===== config.mk =====
export PLATFORM = sky130hd
export DESIGN_NAME = instr_encoder
export DESIGN_NICKNAME = d
export VERILOG_FILES = /design/src/rtl/instr_encoder.sv
export SDC_FILE = /design/constraint.sdc
export NUM_CORES = 1
export LEC_CHECK = 0
export BUFFER_PORTS_ARGS = -buffer_cell sky130_fd_sc_hd__buf_4
export CAP_MARGIN = 20
export CORE_MARGIN = 2
export CORE_UTILIZATION = 58
export DETAILED_ROUTE_END_ITERATION = 16
export PLACE_DENSITY = 0.82
export SYNTH_ARGS = -nofsm -noshare
export SYNTH_HDL_FRONTEND = slang
export SYNTH_SLANG_ARGS = --single-unit

===== constraint.sdc =====
create_clock -name clk_i -period 4.4 [get_ports clk_i]
set_clock_uncertainty 0.15 [all_clocks]
set_input_delay 0.22 -clock clk_i [delete_from_list [all_inputs] [get_ports clk_i]]
set_output_delay 0.22 -clock clk_i [all_outputs]
set_load 0.03 [all_outputs]

===== src/rtl/instr_encoder.sv =====
// RV32I instruction encoder: packs a one-hot type selector and register/immediate
// fields into a 32-bit word, tags it with an instruction-memory byte address, and streams it out through an output register backed by one skid register.
module instr_encoder #(
   parameter logic [31:0] BASE_ADDR = 32'h0000_0000
) (
   input  logic        clk_i,
   input  logic        rst_ni,
   input  logic        restart_i,
   input  logic        in_valid_i,
   output logic        in_ready_o,
   input  logic        r_type_i,
   input  logic        i_type_i,
   input  logic        load_i,
   input  logic        store_i,
   input  logic        branch_i,
   input  logic        jal_i,
   input  logic        jalr_i,
   input  logic        lui_i,
   input  logic        auipc_i,
   input  logic [4:0]  rd_i,
   input  logic [4:0]  rs1_i,
   input  logic [4:0]  rs2_i,
   input  logic [2:0]  funct3_i,
   input  logic [6:0]  funct7_i,
   input  logic [31:0] imm_i,
   output logic        out_valid_o,
   input  logic        out_ready_i,
   output logic [31:0] out_instr_o,
   output logic [31:0] out_addr_o,
   output logic        err_o,
   output logic [7:0]  err_cnt_o
);

   logic [8:0]  sel;
   logic        sel_ok;
   logic [31:0] enc;
   logic        accept, good, bad;

   logic        out_valid_q, out_valid_d;
   logic [31:0] out_instr_q, out_instr_d;
   logic [31:0] out_addr_q,  out_addr_d;
   logic        skid_valid_q, skid_valid_d;
   logic [31:0] skid_instr_q, skid_instr_d;
   logic [31:0] skid_addr_q,  skid_addr_d;
   logic [31:0] addr_q, addr_d;
   logic        err_q, err_d;
   logic [7:0]  err_cnt_q, err_cnt_d;

   assign sel    = {auipc_i, lui_i, jalr_i, jal_i, branch_i, store_i, load_i, i_type_i, r_type_i};
   // Exactly one bit set: non-zero and clearing the lowest set bit leaves nothing.
   assign sel_ok = (sel != 9'd0) && ((sel & (sel - 9'd1)) == 9'd0);

   always_comb begin
      enc = 32'd0;
      if (r_type_i) begin
         enc = {funct7_i, rs2_i, rs1_i, funct3_i, rd_i, 7'b0110011};
      end else if (i_type_i) begin
         enc = {imm_i[11:0], rs1_i, funct3_i, rd_i, 7'b0010011};
         // Shift-immediate forms carry funct7 in the upper immediate bits.
         if (funct3_i[1:0] == 2'b01) begin
            enc[31:25] = funct7_i;
         end
      end else if (load_i) begin
         enc = {imm_i[11:0], rs1_i, funct3_i, rd_i, 7'b0000011};
      end else if (store_i) begin
         enc = {imm_i[11:5], rs2_i, rs1_i, funct3_i, imm_i[4:0], 7'b0100011};
      end else if (branch_i) begin
         enc = {imm_i[12], imm_i[10:5], rs2_i, rs1_i, funct3_i, imm_i[4:1], imm_i[11], 7'b1100011};
      end else if (jal_i) begin
         enc = {imm_i[20], imm_i[10:1], imm_i[11], imm_i[19:12], rd_i, 7'b1101111};
      end else if (jalr_i) begin
         enc = {imm_i[11:0], rs1_i, 3'b000, rd_i, 7'b1100111};
      end else if (lui_i) begin
         enc = {imm_i[31:12], rd_i, 7'b0110111};
      end else if (auipc_i) begin
         enc = {imm_i[31:12], rd_i, 7'b0010111};
      end
   end

   assign in_ready_o = !skid_valid_q;
   assign accept     = in_valid_i && in_ready_o;
   assign good       = accept && sel_ok;
   assign bad        = accept && !sel_ok;

   always_comb begin
      out_valid_d  = out_valid_q;
      out_instr_d  = out_instr_q;
      out_addr_d   = out_addr_q;
      skid_valid_d = skid_valid_q;
      skid_instr_d = skid_instr_q;
      skid_addr_d  = skid_addr_q;
      addr_d       = addr_q;
      err_d        = err_q;
      err_cnt_d    = err_cnt_q;

      if (!out_valid_q || out_ready_i) begin
         // Output register is free this edge; a buffered skid word has priority
         // (no new beat can be accepted while the skid register is full).
         if (skid_valid_q) begin
            out_valid_d  = 1'b1;
            out_instr_d  = skid_instr_q;
            out_addr_d   = skid_addr_q;
            skid_valid_d = 1'b0;
         end else if (good) begin
            out_valid_d = 1'b1;
            out_instr_d = enc;
            out_addr_d  = addr_q;
         end else begin
            out_valid_d = 1'b0;
         end
      end else if (good) begin
         skid_valid_d = 1'b1;
         skid_instr_d = enc;
         skid_addr_d  = addr_q;
      end

      // A beat accepted alongside restart still uses the pre-restart address.
      if (restart_i) begin
         addr_d = BASE_ADDR;
      end else if (good) begin
         addr_d = addr_q + 32'd4;
      end

      if (bad) begin
         err_d = 1'b1;
         if (err_cnt_q != 8'hFF) begin
            err_cnt_d = err_cnt_q + 8'd1;
         end
      end
   end

   always_ff @(posedge clk_i or negedge rst_ni) begin
      if (!rst_ni) begin
         out_valid_q  <= 1'b0;
         out_instr_q  <= 32'd0;
         out_addr_q   <= BASE_ADDR;
         skid_valid_q <= 1'b0;
         skid_instr_q <= 32'd0;
         skid_addr_q  <= 32'd0;
         addr_q       <= BASE_ADDR;
         err_q        <= 1'b0;
         err_cnt_q    <= 8'd0;
      end else begin
         out_valid_q  <= out_valid_d;
         out_instr_q  <= out_instr_d;
         out_addr_q   <= out_addr_d;
         skid_valid_q <= skid_valid_d;
         skid_instr_q <= skid_instr_d;
         skid_addr_q  <= skid_addr_d;
         addr_q       <= addr_d;
         err_q        <= err_d;
         err_cnt_q    <= err_cnt_d;
      end
   end

   assign out_valid_o = out_valid_q;
   assign out_instr_o = out_instr_q;
   assign out_addr_o  = out_addr_q;
   assign err_o       = err_q;
   assign err_cnt_o   = err_cnt_q;

endmodule

==> flow_summary.json <==
{
  "wl_um": 19900,
  "ys.warnings.count": 0,
  "min_path_cells": 3,
  "synth_edf_count": 0,
  "place_inst": 1026,
  "clkSlewWorstSetupHoldPaths_ns": 0.06,
  "synthAdderAreaFrac": 0.00304,
  "vias_per_cell": 6.08,
  "synth_xor_xnor_area_share": 0.00746,
  "grt_pass1_vias": 6467,
  "cts_resized": 0,
  "synth_top_area_share": 0.496,
  "crit_type": "in -> reg",
  "clock_sink_count": 163,
  "holdPathEnd": "skid_instr_q[29]",
  "area_growth_pct": 24.1,
  "p_per_area_nw_per_um2": 367,
  "tightestPinTransition_ns": 1.09,
  "wl_met2_um": 9620,
  "cts_tree": "yes",
  "synth.cell_area_um2": 8220,
  "gp_congestion": 0.916,
  "setup_viol_count_final": 0,
  "finalHoldViolCount": 0,
  "grt_antenna_before_repair": 0,
  "yosys-top-cells-count": "163 x dfrtp_1, 94 x mux2_2, 91 x o21ai_0, 55 x nand2_1, 45 x clkbuf_1",
  "clockBufferDepth": 2,
  "grt.total_usage": 0.271,
  "power.leakage_nw": 4.63,
  "finalCritPeriodShare": 0.701,
  "cts_root_buffer": "clkbuf_16",
  "ios": 146,
  "avgSynthCellArea_um2": 10.9,
  "ys_ff_latch": 163,
  "crit_path_end_kind": "flip-flop",
  "drc_errors": 0,
  "status": "completed",
  "cp.required_ns": 4.56,
  "peakVddDrop_mv": 0.244,
  "num_rows": 43,
  "preCtsSetupSlack_ns": 0.894,
  "vias": 6611,
  "synth_ff_type": "dfrtp_1",
  "seq_area_frac_synth": 0.496,
  "synth_cell_types": 52,
  "start_util": 0.592,
  "drive_gt1_frac": 0.348,
  "grt_overflow": 0,
  "hold_path_class": "in -> reg",
  "p_total_w": 0.00375,
  "reg2reg_slack_ns": 1.50,
  "cp_slowest_cell": "or2_2",
  "layoutNonFillerInstCount": 1088,
  "hold_path_startpoint": "funct7_i[4]",
  "grt_max_degree": 91,
  "ys_top_cells_by_area": "dfrtp_1 50%, mux2_2 13%, mux2_4 5.7%, o21ai_0 5.5%, o31ai_1 2.6%",
  "grt_pass1_wl_um": 31900,
  "post-route-worst-setup-slack_ns": 1.32,
  "hold_ws_ns": 0.0138,
  "wl_met3_um": 1530,
  "cp_max_fo": 44,
  "r2r_cells": 6,
  "post_cts_buffers": 0,
  "die_x_um": 123,
  "top_layer_used": "met4",
  "wl_met1_um": 8340,
  "synth-simple-area-share": 0.106,
  "cts_buffers": 17,
  "detail-route-antenna-nets": 0,
  "hold_buffers": 30,
  "n_antenna_cell": 0,
  "cp-start-kind": "primary input",
  "tns_ns": 0,
  "slew_headroom": 0.273,
  "die-area_um2": 15100,
  "async_flop_share": 1.00,
  "wl_per_cell_um": 18.3,
  "crit_path_frequent_cell": "buf_4",
  "critPathMaxStageDelay_ns": 0.68,
  "core_area_um2": 13900,
  "yosysMostFrequentCell": "dfrtp_1",
  "fin_crit_ns": 3.08,
  "io_buffers": 143,
  "dr.pass1.iters": 9,
  "worstPathArrival_ns": 3.25,
  "r2r-end": "skid_addr_q[31]",
  "synth_area_leader_cell": "dfrtp_1",
  "finalMaxSlewViolations": 0,
  "clk_latency_ns": 0.44,
  "cp_cell_sequence": "buf_4, or4_1, o21ai_1, a31oi_1, o41a_2, or2_2, buf_4, mux2_4",
  "cts_max_level": 4,
  "synth_top_family_by_area": "multiplexers",
  "timing.rr.start": "skid_valid_q",
  "muxShareOfSynthArea": 0.190,
  "drv_cap": 0,
  "rsz0062_at_grt": "false",
  "die_height_um": 123,
  "syn-instance-count": 751,
  "drt_iter0_drc": 714,
  "fmax_mhz": 324,
  "finalNetCount": 968,
  "dp_hpwl_um": 12900,
  "synth_compound_area_frac": 0.160
}
critical path, delay by kind of cell:
kind	cells	cell delay [ns]
muxes	1	0.33
AOI/OAI and AO/OA	3	0.79
and+or+nand+nor	2	1.31
buffers and inverters	2	0.58
kinds of logic after synthesis:
group           Yosys count
compound gates          214
xor+xnor                  7
fa+ha+maj                 2
buf+inv                  70
flops                   163
mux                     129
other cells               1
simple gates            165
layout by cell type (no fill, tap or decap), drive strengths merged, types with 2 or more instances in the layout:
cell type / netlist / final
a21oi: 41 / 41
or3: 6 / 6
a222oi: 4 / 4
clkinvlp: 0 / 4
nand3: 14 / 14
dlygate4sd3: 0 / 30
a21boi: 2 / 2
a211oi: 5 / 5
o21ai: 93 / 93
conb: 1 / 2
mux2: 125 / 125
nor4b: 2 / 2
o22ai: 3 / 3
nor3: 2 / 2
a2111oi: 2 / 2
ha: 2 / 2
o22a: 8 / 8
or2: 8 / 8
nand4: 6 / 6
o31ai: 29 / 29
xor2: 6 / 6
nor2b: 10 / 10
and4: 3 / 3
nand2b: 7 / 7
or4: 26 / 26
nand2: 55 / 55
a22oi: 12 / 12
mux2i: 4 / 4
and3: 3 / 3
a221o: 3 / 3
nor4: 3 / 3
nor2: 19 / 19
dfrtp: 163 / 163
clkbuf: 45 / 23
clkinv: 1 / 5
buf: 11 / 150
inv: 13 / 13
o21bai: 4 / 4
registers in the layout, indices dropped and copies added (netlist names):
name	count
out_instr_o	31
skid_instr_q	31
addr_q	30
out_addr_o	30
skid_addr_q	30
err_cnt_o	8
err_o	1
out_valid_o	1
skid_valid_q	1
worst max-delay path by stage:
stage	to	slack, ns	startpoint	cells after the start
floorplan	skid_instr_q[24]	1.65	load_i	10
global placement	skid_addr_q[21]	0.96	branch_i	8
detailed placement	skid_addr_q[18]	0.89	i_type_i	8
CTS	skid_addr_q[18]	1.33	i_type_i	8
global route	skid_addr_q[18]	1.16	i_type_i	8
finish	skid_addr_q[18]	1.32	i_type_i	8
routing by layer:
| metal | up-vias | GRT usage |
|---|---|---|
| met3 | 41 | 0.0720 |
| met1 | 3246 | 0.361 |
| met2 | 261 | 0.433 |
| li1 | 3063 | - |
| met4 | 0 | 0.0895 |
| met5 | - | 0 |
area by class of cell:
type / instances / area, um2
fillers: 893 / 3680
repair buffers: 180 / 1430
well taps: 180 / 225
clock buffers: 23 / 478
multi-input cells: 519 / 3860
inverters: 14 / 52.6
flip-flops and latches: 163 / 4080
clock inverters: 9 / 80.1
power by group:
group	total [W]	leakage (nW)	switching (W)	internal, W
Combinational	0.000671	2.22	0.000387	0.000283
Clock	0.00140	0.265	0.000586	0.000818
Sequential	0.00168	2.14	0.0000827	0.00159
Total	0.00375	4.63	0.00106	0.00269
through the flow:
step	utilization	area, um2
after floorplan	-	8230
after detailed placement	0.673	9350
after global placement	0.673	9350
final	0.735	10200
after CTS	0.735	10200
after global routing	0.735	10200
Note: power is estimated with default switching activity, not from simulation.
